<file path="src/rtl/multdiv_pkg.sv">
// Shared types and constants for the sequential multiply/divide unit.
// Contents: FSM state enum, iteration count, signed corner-case operand
// constants and a 32-bit magnitude helper used by the divider.
package multdiv_pkg;

    localparam int unsigned ITER = 32;

    localparam logic [31:0] INT_MIN = 32'h8000_0000;
    localparam logic [31:0] NEG_ONE = 32'hFFFF_FFFF;

    typedef enum logic [2:0] {
        IDLE,
        MULT,
        DIV,
        DFIX,
        DONE
    } state_t;

    // Magnitude of a two's complement word; INT_MIN maps to 0x80000000 unsigned.
    function automatic logic [31:0] abs32(input logic [31:0] x);
        return x[31] ? 32'(-x) : x;
    endfunction

endpackage

</file>
<file path="src/rtl/multdiv_counter.sv">
// Iteration counter for multdiv_seq_32.
// Ports: clock, reset_n (async active-low), clear (sync, wins over en),
//        en (count up), done_c (combinational, high when count == ITER-1).
module multdiv_counter #(
    parameter int unsigned ITER = multdiv_pkg::ITER
) (
    input  logic clock,
    input  logic reset_n,
    input  logic clear,
    input  logic en,
    output logic done_c
);

    localparam int unsigned CW = 6;

    logic [CW-1:0] count;

    // Counter register: clear on every accepted start, advance per iteration.
    always_ff @(posedge clock or negedge reset_n) begin
        if (!reset_n) begin
            count <= '0;
        end else if (clear) begin
            count <= '0;
        end else if (en) begin
            count <= count + CW'(1);
        end
    end

    assign done_c = (count == CW'(ITER - 1));

endmodule

</file>
<file path="src/rtl/multdiv_seq_32.sv">
// Sequential 32-bit signed multiply (radix-2 Booth) / divide (non-restoring
// on magnitudes) unit for the execute stage.
// Ports: clock, reset_n (async active-low), data_operandA/B (signed operands),
//        ctrl_MULT/ctrl_DIV (start requests, MULT wins), data_result,
//        data_exception (overflow / divide-by-zero), data_resultRDY (one-cycle
//        completion pulse), busy (operation in flight).
module multdiv_seq_32 #(
    parameter int unsigned WIDTH = 32,
    parameter int unsigned ITER  = multdiv_pkg::ITER
) (
    input  logic             clock,
    input  logic             reset_n,
    input  logic [WIDTH-1:0] data_operandA,
    input  logic [WIDTH-1:0] data_operandB,
    input  logic             ctrl_MULT,
    input  logic             ctrl_DIV,
    output logic [WIDTH-1:0] data_result,
    output logic             data_exception,
    output logic             data_resultRDY,
    output logic             busy
);

    import multdiv_pkg::*;

    // Product register: 33-bit high part (headroom for -INT_MIN), low word, q-1.
    localparam int unsigned PW = 2 * WIDTH + 2;
    localparam int unsigned RW = WIDTH + 1;

    state_t           state;
    state_t           state_nxt;
    logic             busy_nxt;
    logic             rdy_nxt;
    logic             start_ok_c;
    logic             start_mult_c;
    logic             start_div_c;
    logic             div0_c;
    logic             cnt_done_c;

    logic [RW-1:0]    opnd;
    logic [PW-1:0]    prod;
    logic [PW-1:0]    prod_step_c;
    logic [RW-1:0]    hi_c;
    logic [RW-1:0]    hi_new_c;
    logic [WIDTH:0]   prod_top_c;
    logic             mult_ovf_c;
    logic [RW-1:0]    rem;
    logic [RW-1:0]    rem_shift_c;
    logic [RW-1:0]    rem_step_c;
    logic [WIDTH-1:0] quo;
    logic [WIDTH-1:0] quo_step_c;
    logic             neg_q;
    logic             div_ovf;

    multdiv_counter #(.ITER(ITER)) u_counter (
        .clock   (clock),
        .reset_n (reset_n),
        .clear   (start_mult_c | start_div_c),
        .en      ((state == MULT) || (state == DIV)),
        .done_c  (cnt_done_c)
    );

    // State and status-output registers.
    always_ff @(posedge clock or negedge reset_n) begin
        if (!reset_n) begin
            state          <= IDLE;
            busy           <= 1'b0;
            data_resultRDY <= 1'b0;
        end else begin
            state          <= state_nxt;
            busy           <= busy_nxt;
            data_resultRDY <= rdy_nxt;
        end
    end

    // Next-state logic; starts are only honoured in IDLE or DONE.
    always_comb begin
        state_nxt    = state;
        start_ok_c   = (state == IDLE) || (state == DONE);
        start_mult_c = start_ok_c & ctrl_MULT;
        start_div_c  = start_ok_c & ctrl_DIV & ~ctrl_MULT;
        div0_c       = start_div_c & (data_operandB == '0);
        case (state)
            IDLE, DONE: begin
                state_nxt = IDLE;
                if (start_mult_c)     state_nxt = MULT;
                else if (div0_c)      state_nxt = DONE;
                else if (start_div_c) state_nxt = DIV;
            end
            MULT:    if (cnt_done_c) state_nxt = DONE;
            DIV:     if (cnt_done_c) state_nxt = DFIX;
            DFIX:    state_nxt = DONE;
            default: state_nxt = IDLE;
        endcase
        busy_nxt = (state_nxt == MULT) || (state_nxt == DIV) || (state_nxt == DFIX);
        rdy_nxt  = (state_nxt == DONE);
    end

    // One Booth step and one non-restoring division step.
    always_comb begin
        hi_c     = prod[PW-1:WIDTH+1];
        hi_new_c = hi_c;
        case ({prod[1], prod[0]})
            2'b01:   hi_new_c = hi_c + opnd;
            2'b10:   hi_new_c = hi_c - opnd;
            default: hi_new_c = hi_c;
        endcase
        prod_step_c = {hi_new_c[RW-1], hi_new_c, prod[WIDTH:1]};
        // Product bits [63:31] must be a pure sign extension to fit in 32 bits.
        prod_top_c  = prod_step_c[2*WIDTH:WIDTH];
        mult_ovf_c  = ~((&prod_top_c) | ~(|prod_top_c));

        rem_shift_c = {rem[WIDTH-1:0], quo[WIDTH-1]};
        rem_step_c  = rem[RW-1] ? (rem_shift_c + opnd) : (rem_shift_c - opnd);
        quo_step_c  = {quo[WIDTH-2:0], ~rem_step_c[RW-1]};
    end

    // Datapath and result registers.
    always_ff @(posedge clock or negedge reset_n) begin
        if (!reset_n) begin
            opnd           <= '0;
            prod           <= '0;
            rem            <= '0;
            quo            <= '0;
            neg_q          <= 1'b0;
            div_ovf        <= 1'b0;
            data_result    <= '0;
            data_exception <= 1'b0;
        end else if (start_mult_c) begin
            opnd <= {data_operandA[WIDTH-1], data_operandA};
            prod <= {RW'(0), data_operandB, 1'b0};
        end else if (start_div_c) begin
            opnd    <= {1'b0, abs32(data_operandB)};
            rem     <= '0;
            quo     <= abs32(data_operandA);
            neg_q   <= data_operandA[WIDTH-1] ^ data_operandB[WIDTH-1];
            div_ovf <= (data_operandA == INT_MIN) && (data_operandB == NEG_ONE);
            if (div0_c) begin
                data_result    <= '0;
                data_exception <= 1'b1;
            end
        end else begin
            case (state)
                MULT: begin
                    prod <= prod_step_c;
                    if (cnt_done_c) begin
                        data_result    <= prod_step_c[WIDTH:1];
                        data_exception <= mult_ovf_c;
                    end
                end
                DIV: begin
                    rem <= rem_step_c;
                    quo <= quo_step_c;
                end
                DFIX: begin
                    data_result    <= neg_q ? WIDTH'(-quo) : quo;
                    data_exception <= div_ovf;
                end
                default: ;
            endcase
        end
    end

endmodule

</file>
<file path="config.mk">
export PLATFORM = sky130hd
export DESIGN_NAME = multdiv_seq_32
export DESIGN_NICKNAME = d
export VERILOG_FILES = /design/src/rtl/multdiv_pkg.sv /design/src/rtl/multdiv_counter.sv /design/src/rtl/multdiv_seq_32.sv
export SDC_FILE = /design/constraint.sdc
export NUM_CORES = 1
export LEC_CHECK = 0
export CAP_MARGIN = 20
export CORE_MARGIN = 5
export CORE_UTILIZATION = 60
export DETAILED_ROUTE_END_ITERATION = 10
export PLACE_DENSITY = 0.78
export SYNTH_ARGS = -nofsm -noshare
export SYNTH_HDL_FRONTEND = slang
export SYNTH_HIERARCHICAL = 1
export SYNTH_SLANG_ARGS = --single-unit
</file>
<file path="constraint.sdc">
create_clock -name clock -period 6.4 [get_ports clock]
set_clock_uncertainty 0.2 [all_clocks]
set_input_delay 0.96 -clock clock [delete_from_list [all_inputs] [get_ports clock]]
set_output_delay 0.96 -clock clock [all_outputs]
set_load 0.02 [all_outputs]
</file>
# Yosys cells after proc, flatten, opt, wreduce, memory -nomap -nowiden
# Index checks and enable logic that the tools add are counted.
op_classes:
  addsub: 8
  n_eq_ne: 16
  n_mux: 30
  bitwise_logic: 12
  n_reduce_logical: 19
op_table:
  columns: ["cell", "n"]
  rows:
  - ["$mux W32", 8]
  - ["$mux W66", 3]
  - ["$mux W33", 5]
  - ["$neg A32 Y32", 3]
  - ["$add A33 B33 Y33", 2]
  - ["$pmux W33 S2", 1]
  - ["$sub A33 B33 Y33", 2]
  - ["$eq A32 B32 Y1 const B", 2]
  - ["$pmux W32 S2", 1]
  - ["$reduce_and A33 Y1", 1]
  - ["$reduce_or A33 Y1", 1]
  - ["$logic_not A32 Y1", 1]
  - ["$eq A3 B2 Y1 const B", 4]
  - ["$mux W3", 4]
  - ["$mux W6", 2]
  - ["$pmux W3 S4", 1]
  - ["$reduce_bool A2 Y1", 4]
  - ["$add A6 B1 Y6 const B", 1]
  - ["$eq A3 B1 Y1 const B", 2]
  - ["$eq A3 B3 Y1 const B", 2]
  - ["$eq A6 B5 Y1 const B", 1]
  - ["$reduce_and A2 Y1", 3]
  - ["$not A1 Y1", 5]
  - ["$and A1 B1 Y1", 4]
  - ["other kinds (16)", 22]
word_totals:
  register_bits: 210
  out_inout_bits: 35
  elab_cells: 97

# Longest topological paths before layout
# Gate-level depths: netlist (run 1).
depth:
  depth_word: 11
  ltp_mapped: 23
  mapped_depth_nobuf: 23

# By module
# Netlist (run 1), hierarchy kept.
by_module_without_submodules:
  columns: ["module", "instances", "cells_per_inst", "area_each_um2", "seq_area_each_um2"]
  rows:
  - ["multdiv_seq_32", 1, 1869, 15258.4, 5079.9]
  - ["multdiv_counter", 1, 27, 281.5, 150.1]

# Least setup slack after synthesis (run 1)
# No wires, ideal clock.
synth_timing:
  path_type: "register to register"
  from: "register opnd[4]"
  to: "register data_exception"
  setup_ns: 0.124
  arrival_ns: 5.175
  required_ns: 6.076
  setup_slack_ns: 0.901
  stages_incl_launch_ff: 22
  path_buffers: 0
  synth_period_minus_slack_ns: 5.499
  cell_sequence: "dfrtp_1 -> or3_1 -> nor3_1 -> nor3b_1 -> nand2b_1 -> nor2b_1 -> nand2_1 -> nor3_1 -> nor2_1 -> xnor2_1 -> ha_1 -> nand2_1 -> or4_1 -> a31oi_1 -> o22ai_1 -> o21ai_0 -> xnor2_1 -> o21ai_0 -> or3_1 -> or4_1 -> mux2i_1 -> a21oi_1"
synth_between:
  elab_chain_cells: 9
synth_rtl:
  columns: ["item", "line", "source"]
  rows:
  - ["start: declaration", "multdiv_seq_32.sv:39", "logic [RW-1:0] opnd;"]
  - ["start signal: assignment", "multdiv_seq_32.sv:129", "opnd <= {data_operandA[WIDTH-1], data_operandA};"]
  - ["start signal: assignment", "multdiv_seq_32.sv:132", "opnd <= {1'b0, abs32(data_operandB)};"]
  - ["$sub A33 B33 Y33 or $add A33 B33 Y33 (tied branches)", "multdiv_seq_32.sv:104, multdiv_seq_32.sv:103", null]
  - ["$pmux W33 S2 (*)", "multdiv_seq_32.sv:102", "case ({prod[1], prod[0]})"]
  - ["$reduce_or A33 Y1", "multdiv_seq_32.sv:110", "mult_ovf_c = ~((&prod_top_c) | ~(|prod_top_c));"]
  - ["$not A1 Y1", "multdiv_seq_32.sv:110", null]
  - ["$or A1 B1 Y1 (*)", "multdiv_seq_32.sv:110", null]
  - ["$not A1 Y1 (*)", "multdiv_seq_32.sv:110", null]
  - ["$mux W1 (*)", "multdiv_seq_32.sv:145", "if (cnt_done_c) begin"]
  - ["$pmux W1 S2 (*)", "multdiv_seq_32.sv:142", "case (state)"]
  - ["$mux W1 (*)", "multdiv_seq_32.sv:131", "end else if (start_div_c) begin"]
  - ["end signal: assignment", "multdiv_seq_32.sv:147", "data_exception <= mult_ovf_c;"]
  - ["end signal: assignment", "multdiv_seq_32.sv:156", "data_exception <= div_ovf;"]
  - ["end: declaration", "multdiv_seq_32.sv:18", "output logic data_exception,"]
# Mark *: on every way between the ends. The rest lies on a longest branch, timed or not. The select of a mux whose other input is x is not followed.
# A chain may end at the register's enable or synchronous reset.

# Worst setup path in the final report (run 1)
# Same ends and word-level chain as after synthesis.

==> metrics.txt, run 1 <==
most common cell after layout, fill and taps aside=sky130_fd_sc_hd__nand2_1; global router's overall resource usage=0.332; post-synthesis area per instance=8.20 um^2; final-layout fill cell count=2124; average detailed-routed wire length per instance=21.3 um; combined area of the multi-input logic cells=9840 um^2; final instance count without filler cells=2309; final slew viol count=0; register area share after synthesis=0.337; largest stage delay on the critical path=0.49 ns; number of sinks handled by clock tree synthesis=209; flops & latches, synth=209; master cell of the clock root buffer=sky130_fd_sc_hd__clkbuf_16; antenna-violating nets left=0; Achievable Freq=0.169 GHz; cell types with the largest area share after synthesis=sky130_fd_sc_hd__dfrtp_1, sky130_fd_sc_hd__nand2_1, sky130_fd_sc_hd__xor2_1, sky130_fd_sc_hd__ha_1, sky130_fd_sc_hd__xnor2_1; capture point of the worst reg-to-reg path=data_exception; Post-Synthesis Cell Area=15500 um^2; detailed-route DRC error count=0; storage element area=5230 um^2; number of endpoints failing setup at the final stage=0; height of the die=171 um; number of instances in the synthesized netlist=1896; flop2flop setup slack=0.48 ns; overall routed net length=49100 um; maximum buffer depth of the clock tree=3; leading area contributor after synthesis=sky130_fd_sc_hd__dfrtp_1; worst slew pin tran=1.10 ns; weighted congestion at the end of routability-driven global placement=0.998; routed vias=14900; core footprint=25800 um^2; post-CTS setup-driven buffer insertion count=0; top-area cell type share of the netlist area=0.337; overall die area=29200 um^2; num ports=103; number of antenna repair diodes=0; Cells after DPL=2262; unrepaired setup endpoints after global routing=no; worst min path class=in2async; delay-heaviest family, CP=simple AND/OR/NAND/NOR gates; global-route congestion overflow total=0; critical-path cell with the highest stage delay=sky130_fd_sc_hd__or4_1; final net count=2096; warnings from Yosys=6; relative max-transition margin=0.263; fraction of layout cells with a size suffix above 1=0.0583; Distinct cells, synth=78; largest net degree at the start of global routing=120; Clk pin slew, worst setup/hold paths=0.06 ns; effective utilization at floorplan=0.603; Worst Path Class, Setup=reg2reg; number of buffers created by CTS=26; clock tree from TritonCTS=built; Post-synth EDFFs=0; final number of hold-violating endpoints=0; Min Clock Period, post-route=5.92 ns; kind of launch point of the worst setup path=flip-flop; critical path required time=6.61 ns; clk_lat worst skew=0.55 ns; asr flop ratio synth=1.00; setup TNS after final layout=0 ns; dominant register cell in the synthesized netlist=sky130_fd_sc_hd__dfrtp_1; biggest fanout along the worst timing path=7; global-route wire length before repair=77700 um; site row count=59; cells traversed along the worst timing path=or3_1 -> nor4_4 -> nand3_1 -> nor3_2 -> nor3b_1 -> nor3b_1 -> nor2_1 -> xnor2_1 -> ha_1 -> nand4_1 -> or4_1 -> o21ai_1 -> nor2_1 -> xnor2_1 -> mux2_2 -> or3_1 -> or4_1 -> mux2i_1 -> a21oi_1; worst r2r path cells=19; DRT iter0 DRCs=1451; status=finished, final reports clean; Post-Syn Nets=2037; first-pass detailed-route iteration total=5; Worst Setup End Kind=flip-flop; horizontal die dimension=171 um; HPWL Detailed=35800 um; area overhead of the layout relative to synthesis=14.2%; Crit. Startpoint=opnd[4]; count of input and output buffers=102; endpoint arrival time on the critical path=6.13 ns; deepest level of the CTS H-tree=1; antenna violations before repair=0; reg2reg start=opnd[4]; max-cap violations=0; total buffers and inverters traversed by the critical path=0; most frequent cells in the layout=sky130_fd_sc_hd__nand2_1, sky130_fd_sc_hd__dfrtp_1, sky130_fd_sc_hd__nor2_1, sky130_fd_sc_hd__o21ai_0, sky130_fd_sc_hd__a21oi_1; vias in the first global route=14400; post-DR vias/cell=6.46; ratio of final minimum period to clock period=0.924
==> cell usage after synthesis (all sizes together), types with 4 or more instances <==
library cell / count
o21ai: 160
dfrtp: 209
o31a: 7
nor3b: 17
nand3: 15
or2: 8
xnor2: 92
a211oi: 6
nand4: 21
a22oi: 35
a21oi: 117
nor2: 212
mux2i: 15
a31oi: 67
xor2: 109
and2: 8
o41ai: 16
a22o: 28
nor2b: 13
mux2: 5
ha: 71
clkbuf: 86
o211a: 4
nor3: 27
o21bai: 6
buf: 14
and3: 9
a21o: 31
nand2b: 18
a211o: 5
o22ai: 4
or3: 15
o31ai: 47
o21a: 16
inv: 29
nand3b: 4
nor4: 13
or4: 26
o211ai: 5
nand2: 266
==> kinds of logic (layout without fill, tap and decap cells) <==
group,count (synthesis),in the layout,share of synthesized area
fa+ha+maj,73,73,0.0597
compound gates,578,578,0.237
flops,209,209,0.337
mux,20,20,0.0133
buf+inv,130,208,0.0336
xor+xnor,201,201,0.113
simple gates,685,685,0.206
==> through the flow <==
step                      hold WS (ns)  instance area [um^2]  setup slack, ns  utilization
after floorplan                  0.249                 15500            0.901            -
after CTS                        0.279                 17700            0.316        0.689
after global placement           0.265                 16800            0.395        0.653
final                            0.230                 17700            0.485        0.689
after detailed placement         0.265                 16900            0.363        0.655
after global routing             0.303                 17700           0.0650        0.689
==> registers in the layout, indices dropped and copies added, names as in the netlist <==
register	count
quo	32
rem	33
busy	1
neg_q	1
data_resultRDY	1
u_counter/count	6
state	3
prod	65
div_ovf	1
data_result	32
data_exception	1
opnd	33
==> cell type report <==
class	instances	area share
clock buffer	35	0.0414
clock inverter	12	0.00761
inverter	30	0.00634
multi-input combinational	1557	0.554
sequential	209	0.295
tap	335	0.0236
timing repair buffer	131	0.0721
==> how the worst max path moves through the flow <==
stage                           endpoint  slack (ns)  depth (start not counted)
after global placement    data_exception        0.39                         22
final                     data_exception        0.48                         19
after CTS                 data_exception        0.32                         22
after global routing      data_exception        0.06                         21
after floorplan           data_exception        0.90                         21
after detailed placement  data_exception        0.36                         22
==> what timing repair did <==
item / CTS / global route
endpoints found under the setup margin: 0 / 1
hold buffers: 0 / 0
resized for setup: 0 / 3
==> layer usage <==
metal | wire length (um) | vias to the layer above | GRT usage | part of all wire
met3 | 3130 | 153 | 0.0430 | 0.064
met5 | 0 | - | 0 | 0
li1 | - | 6957 | - | -
met4 | 2550 | 0 | 0.144 | 0.052
met1 | 19900 | 7168 | 0.423 | 0.40
met2 | 23500 | 630 | 0.569 | 0.48
Power of run 1 is left out: the tool's default activity adds up to more than one toggle a clock period on the data nets, which glitch-free logic cannot reach.
==> inputs of run 2 (changes only) <==
--- a/config.mk
+++ b/config.mk
@@ -10,6 +10,8 @@
 export CORE_UTILIZATION = 60
 export DETAILED_ROUTE_END_ITERATION = 10
 export PLACE_DENSITY = 0.78
+export RECOVER_POWER = 100
+export SKIP_LAST_GASP = 1
 export SYNTH_ARGS = -nofsm -noshare
 export SYNTH_HDL_FRONTEND = slang
 export SYNTH_HIERARCHICAL = 1
==> run 2 against run 1 <==
- the flow now finishes with violations (capacitance limit, slew limit)
- non-clock buffer count is the same
- final cell count about the same
- maximum frequency down 0.31%
- critical path type unchanged
- largest cell class unchanged
- highest routed layer unchanged
==> metrics.txt, run 2 (synthesis gave the netlist of run 1 again) <==
failing checks=capacitance limit, slew limit; number of endpoints failing setup at the final stage=0 (unchanged); fraction of layout cells with a size suffix above 1=0.0481 (was 0.0583); final instance count without filler cells=2310 (was 2309); global-route congestion overflow total=0 (unchanged); number of buffers created by CTS=26 (unchanged); detailed-route DRC error count=0 (unchanged); weighted congestion at the end of routability-driven global placement=0.998 (unchanged); effective utilization at floorplan=0.603 (unchanged); routed vias=14800 (was 14900); worst min path class=reg2reg (was in2async); final number of hold-violating endpoints=0 (unchanged); post-CTS setup-driven buffer insertion count=0 (unchanged); height of the die=171 um (unchanged); first-pass detailed-route iteration total=5 (unchanged); top register by number of flip-flops=prod (unchanged); cells traversed along the worst timing path=or3_1 -> nor3_2 -> nor3b_2 -> nand2b_1 -> nor2b_1 -> clkbuf_4 -> and2_0 -> nor2_1 -> xnor2_1 -> ha_1 -> nand4_1 -> or4_1 -> a31oi_1 -> o22ai_1 -> o21ai_0 -> buf_4 -> xnor2_1 -> o21ai_0 -> or3_1 -> or4_1 -> mux2i_1 -> a21oi_1 (was or3_1 -> nor4_4 -> nand3_1 -> nor3_2 -> nor3b_1 -> nor3b_1 -> nor2_1 -> xnor2_1 -> ha_1 -> nand4_1 -> or4_1 -> o21ai_1 -> nor2_1 -> xnor2_1 -> mux2_2 -> or3_1 -> or4_1 -> mux2i_1 -> a21oi_1); endpoint arrival time on the critical path=6.15 ns (was 6.13 ns); status=finished with violations (was finished, final reports clean); final slew viol count=355 (was 0); overall routed net length=49000 um (was 49100 um); clock tree from TritonCTS=built (unchanged); Top Registers=prod x65, opnd x33, rem x33 (unchanged); largest net degree at the start of global routing=120 (unchanged); overall die area=29200 um^2 (unchanged); Worst Path Class, Setup=reg2reg (unchanged); HPWL Detailed=35800 um (unchanged); deepest level of the CTS H-tree=1 (unchanged); master cell of the clock root buffer=sky130_fd_sc_hd__clkbuf_16 (unchanged); Achievable Freq=0.169 GHz (about the same); horizontal die dimension=171 um (unchanged); max-cap violations=8 (was 0); average detailed-routed wire length per instance=21.2 um (was 21.3 um); num ports=103 (unchanged); critical path required time=6.62 ns (was 6.61 ns); biggest fanout along the worst timing path=6 (was 7); count of hold-fix buffers inserted at cts=0 (unchanged); largest stage delay on the critical path=0.53 ns (was 0.49 ns); post-DR vias/cell=6.42 (was 6.46); site row count=59 (unchanged); worst slew pin tran=5.05 ns (was 1.10 ns); Worst Setup End Kind=flip-flop (unchanged); Cells after DPL=2262 (unchanged); most frequent cells in the layout=sky130_fd_sc_hd__nand2_1, sky130_fd_sc_hd__dfrtp_1, sky130_fd_sc_hd__nor2_1, sky130_fd_sc_hd__o21ai_0, sky130_fd_sc_hd__a21oi_1 (unchanged); kind of launch point of the worst setup path=flip-flop (unchanged); most common cell after layout, fill and taps aside=sky130_fd_sc_hd__nand2_1 (unchanged); count of input and output buffers=102 (unchanged); Min Clock Period, post-route=5.93 ns (was 5.92 ns); DRT iter0 DRCs=1471 (was 1451); antenna-violating nets left=0 (unchanged); number of sinks handled by clock tree synthesis=209 (unchanged); global router's overall resource usage=0.332 (unchanged); clk_lat worst skew=0.55 ns (about the same); final net count=2096 (unchanged); number of flip-flops in the largest register=65 (unchanged); global-route wire length before repair=77700 um (unchanged); core footprint=25800 um^2 (unchanged); relative max-transition margin=-2.37 (was 0.263); maximum buffer depth of the clock tree=3 (unchanged); critical-path cell with the highest stage delay=sky130_fd_sc_hd__or4_1 (unchanged); ratio of final minimum period to clock period=0.927 (was 0.924); number of gates given a new drive strength after cts=0 (unchanged); antenna violations before repair=1 (was 0); unrepaired setup endpoints after global routing=no (unchanged); vias in the first global route=14400 (unchanged); Clk pin slew, worst setup/hold paths=0.06 ns (about the same); setup TNS after final layout=0 ns (unchanged); area overhead of the layout relative to synthesis=13.4% (was 14.2%)
==> run 2: per-layer routing <==
metal,up-vias,GRT usage,share of wire
met3,150,0.0430,0.064
met1,7121,0.423,0.41
li1,6950,-,-
met4,0,0.144,0.052
met2,613,0.569,0.48
met5,-,0,0
==> run 2: worst paths after layout <==
check	cells after the start	from	slack, ns	endpoint
worst max-delay path	22	opnd[4]	0.47	data_exception
worst min-delay path	2	data_result[1]	0.27	data_result[1]
worst max register to register	22	opnd[4]	0.47	data_exception
worst min register to register	2	data_result[1]	0.27	data_result[1]
max in group asynchronous	1	reset_n	1.08	data_result[28]
min in group asynchronous	1	reset_n	2.02	quo[6]
==> run 2: cell type report <==
class	count	area [um^2]
Sequential cell	209	5230
Antenna cell	1	2.50
Clock inverter	12	135
Timing Repair Buffer	131	1210
Clock buffer	35	734
Tap cell	335	419
Multi-Input combinational cell	1557	9780
Fill cell	2144	8140
Inverter	30	113
==> run 2: worst max-delay path, delay by kind of cell, from the launching register on <==
family                   cells  cell delay, ns
multiplexers                 1            0.15
AO/OA/AOI/OAI                5            0.91
flip-flops                   1            0.42
buffers and inverters        2            0.31
XOR/XNOR                     2            0.24
adder cells (fa/ha/maj)      1            0.44
AND/OR/NAND/NOR             11            3.13
==> run 2: per-stage QoR <==
step                instance area [um^2]  utilization  hold WS, ns  setup WS [ns]
CTS                                17700        0.689        0.279          0.316
detailed placement                 16900        0.655        0.265          0.363
global placement                   16800        0.653        0.265          0.395
floorplan                          15500            -        0.249          0.901
finish                             17600        0.684        0.271          0.467
global route                       17600        0.684        0.307         0.0439
Power of run 2 is left out for the same reason.
==> inputs of run 3 (changes only) <==
--- a/config.mk
+++ b/config.mk
@@ -9,6 +9,7 @@
 export CORE_MARGIN = 5
 export CORE_UTILIZATION = 60
 export DETAILED_ROUTE_END_ITERATION = 10
+export GPL_TIMING_DRIVEN = 0
 export PLACE_DENSITY = 0.78
 export RECOVER_POWER = 100
 export SKIP_LAST_GASP = 1
==> run 3 against run 2 <==
- the flow still finishes with violations (capacitance limit, slew limit)
- sequential cell count unchanged
- non-clock buffer count increased by 73
- sequential share of layout area decreased by 0.47 points
- maximum frequency decreased by 3.0%
- core utilization increased by 1.1 points
- via count increased by 4.8%
- worst hold slack improved by 0.0057 ns
- wire length increased by 6.1%
- first-iteration DRC count increased by 7.2%
- worst setup slack got worse by 0.19 ns
- register-to-register slack got worse by 0.19 ns
- critical endpoint unchanged
- highest routed layer unchanged
==> metrics.txt, run 3 (synthesis gave the netlist of run 1 again) <==
status=finished with violations (unchanged); failing checks=capacitance limit, slew limit (unchanged); Worst Setup End Kind=flip-flop (unchanged); worst slew pin tran=5.12 ns (was 5.05 ns); routed vias=15500 (was 14800); overall die area=29200 um^2 (unchanged); clock tree from TritonCTS=built (unchanged); largest net degree at the start of global routing=123 (was 120); fraction of layout cells with a size suffix above 1=0.0426 (was 0.0481); biggest fanout along the worst timing path=7 (was 6); max-cap violations=1 (was 8); overall routed net length=52000 um (was 49000 um); number of sinks handled by clock tree synthesis=209 (unchanged); kind of launch point of the worst setup path=flip-flop (unchanged); final-layout fill cell count=2092 (was 2144); number of endpoints failing setup at the final stage=0 (unchanged); Top Registers=prod x65, opnd x33, rem x33 (unchanged); maximum buffer depth of the clock tree=3 (unchanged); worst min path class=reg2reg (unchanged); ratio of final minimum period to clock period=0.956 (was 0.927); num ports=103 (unchanged); horizontal die dimension=171 um (unchanged); combined area of the multi-input logic cells=9840 um^2 (was 9780 um^2); final net count=2168 (was 2096); HPWL Detailed=39400 um (was 35800 um); area overhead of the layout relative to synthesis=15.3% (was 13.4%); core footprint=25800 um^2 (unchanged); number of buffers created by CTS=25 (was 26); Achievable Freq=0.163 GHz (was 0.169 GHz); global-route congestion overflow total=0 (unchanged); reg2reg start=opnd[4] (unchanged); post-DR vias/cell=6.54 (was 6.42); critical path capture point=data_exception (unchanged); detailed-route DRC error count=0 (unchanged); top register by number of flip-flops=prod (unchanged); effective utilization at floorplan=0.603 (unchanged); DRT iter0 DRCs=1577 (was 1471); antenna violations before repair=0 (was 1); Crit. Startpoint=opnd[4] (unchanged); critical path required time=6.60 ns (was 6.62 ns); master cell of the clock root buffer=sky130_fd_sc_hd__clkbuf_16 (unchanged); final number of hold-violating endpoints=0 (unchanged); vias in the first global route=15100 (was 14400); count of input and output buffers=101 (was 102); capture point of the worst reg-to-reg path=data_exception (unchanged); worst r2r path cells=21 (was 22); endpoint arrival time on the critical path=6.32 ns (was 6.15 ns); weighted congestion at the end of routability-driven global placement=0.984 (was 0.998); global router's overall resource usage=0.349 (was 0.332); Clk pin slew, worst setup/hold paths=0.06 ns (about the same); final slew viol count=89 (was 355); total cell area at the placement stage=17000 um^2 (was 16900 um^2); number of antenna repair diodes=0 (was 1); first-pass detailed-route iteration total=7 (was 5); relative max-transition margin=-2.41 (was -2.37); Min Clock Period, post-route=6.12 ns (was 5.93 ns); storage element area=5230 um^2 (unchanged); most common cell after layout, fill and taps aside=sky130_fd_sc_hd__nand2_1 (unchanged); flop2flop setup slack=0.28 ns (was 0.47 ns); Worst Path Class, Setup=reg2reg (unchanged); antenna-violating nets left=0 (unchanged); site row count=59 (unchanged); average detailed-routed wire length per instance=21.9 um (was 21.2 um); number of flip-flops in the largest register=65 (unchanged); global-route wire length before repair=80700 um (was 77700 um); most frequent cells in the layout=sky130_fd_sc_hd__nand2_1, sky130_fd_sc_hd__nor2_1, sky130_fd_sc_hd__dfrtp_1, sky130_fd_sc_hd__o21ai_0, sky130_fd_sc_hd__a21oi_1 (was sky130_fd_sc_hd__nand2_1, sky130_fd_sc_hd__dfrtp_1, sky130_fd_sc_hd__nor2_1, sky130_fd_sc_hd__o21ai_0, sky130_fd_sc_hd__a21oi_1); clk_lat worst skew=0.53 ns (was 0.55 ns); height of the die=171 um (unchanged); deepest level of the CTS H-tree=1 (unchanged); final standard cell area without fillers=17900 um^2 (was 17600 um^2)
==> run 3: cell count changes in the layout (fill, tap and decap cells not counted), sizes merged, moves of 2 or more <==
cell and delta:
clkbuf +77, bufinv +2, dlygate4sd3 +2, clkdlybuf4s50 -3, clkinv -3, buf -5
==> run 3: final cells by class <==
class                      count  area share
tap                          335      0.0234
buffer                       100      0.0228
timing repair buffer         104      0.0585
clock inverter                10     0.00901
sequential                   209       0.292
clock buffer                  33      0.0388
multi-input combinational   1557       0.549
inverter                      30     0.00629
==> run 3: worst max-delay path, cell delays in order, from the launching register on <==
cell and delay [ns]:
sky130_fd_sc_hd__dfrtp_1 0.47, sky130_fd_sc_hd__or3_1 0.49, sky130_fd_sc_hd__nor3_2 0.18, sky130_fd_sc_hd__nor3b_2 0.29
sky130_fd_sc_hd__nand2b_1 0.15, sky130_fd_sc_hd__nor2b_2 0.20, sky130_fd_sc_hd__nand2_1 0.16, sky130_fd_sc_hd__nor3_1 0.23
sky130_fd_sc_hd__nor2_1 0.08, sky130_fd_sc_hd__xnor2_1 0.16, sky130_fd_sc_hd__ha_1 0.41, sky130_fd_sc_hd__nand4_1 0.22
sky130_fd_sc_hd__or2_2 0.39, sky130_fd_sc_hd__or4_1 0.42, sky130_fd_sc_hd__o21ai_1 0.20, sky130_fd_sc_hd__nor2_1 0.09
sky130_fd_sc_hd__xnor2_1 0.13, sky130_fd_sc_hd__mux2_2 0.30, sky130_fd_sc_hd__or3_1 0.35, sky130_fd_sc_hd__or4_1 0.52
sky130_fd_sc_hd__mux2i_4 0.25, sky130_fd_sc_hd__a21oi_1 0.10
==> run 3: routing by layer <==
metal / routed length [um] / vias up / track usage
met4: 4310 / 0 / 0.234
li1: - / 7102 / -
met2: 24400 / 801 / 0.572
met3: 4160 / 252 / 0.0668
met1: 19200 / 7389 / 0.418
met5: 0 / - / 0
==> run 3: worst min path at each step <==
stage | start | end | cells after the start | slack [ns]
2_1_floorplan | div_ovf | div_ovf | 2 | 0.25
3_3_place_gp | data_result[11] | data_result[11] | 2 | 0.27
3_5_place_dp | data_result[30] | data_result[30] | 2 | 0.27
4_1_cts | reset_n | quo[5] | 1 | 0.26
5_1_grt | rem[5] | rem[5] | 1 | 0.30
6_report | data_result[30] | data_result[30] | 2 | 0.28
==> run 3: per-stage QoR <==
stage	utilization	std cells	worst slack [ns]	setup TNS, ns	hold WS (ns)
after global routing	0.695	2378	-0.0310	-0.0310	0.300
after CTS	0.694	2376	0.0993	0	0.258
final	0.695	2378	0.281	0	0.277
after global placement	0.659	2332	-4.66	-966.52	0.266
after floorplan	-	1896	0.901	0	0.249
after detailed placement	0.660	2333	-0.155	-0.155	0.271
==> run 3: what timing repair did <==
item | in CTS | in global routing
resized for setup | 3 | 14
hold buffers | 0 | 0
buffers inserted | 0 | 2
pin swaps | 0 | 1
endpoints found under the setup margin | 1 | 2
Power of run 3 is left out for the same reason.
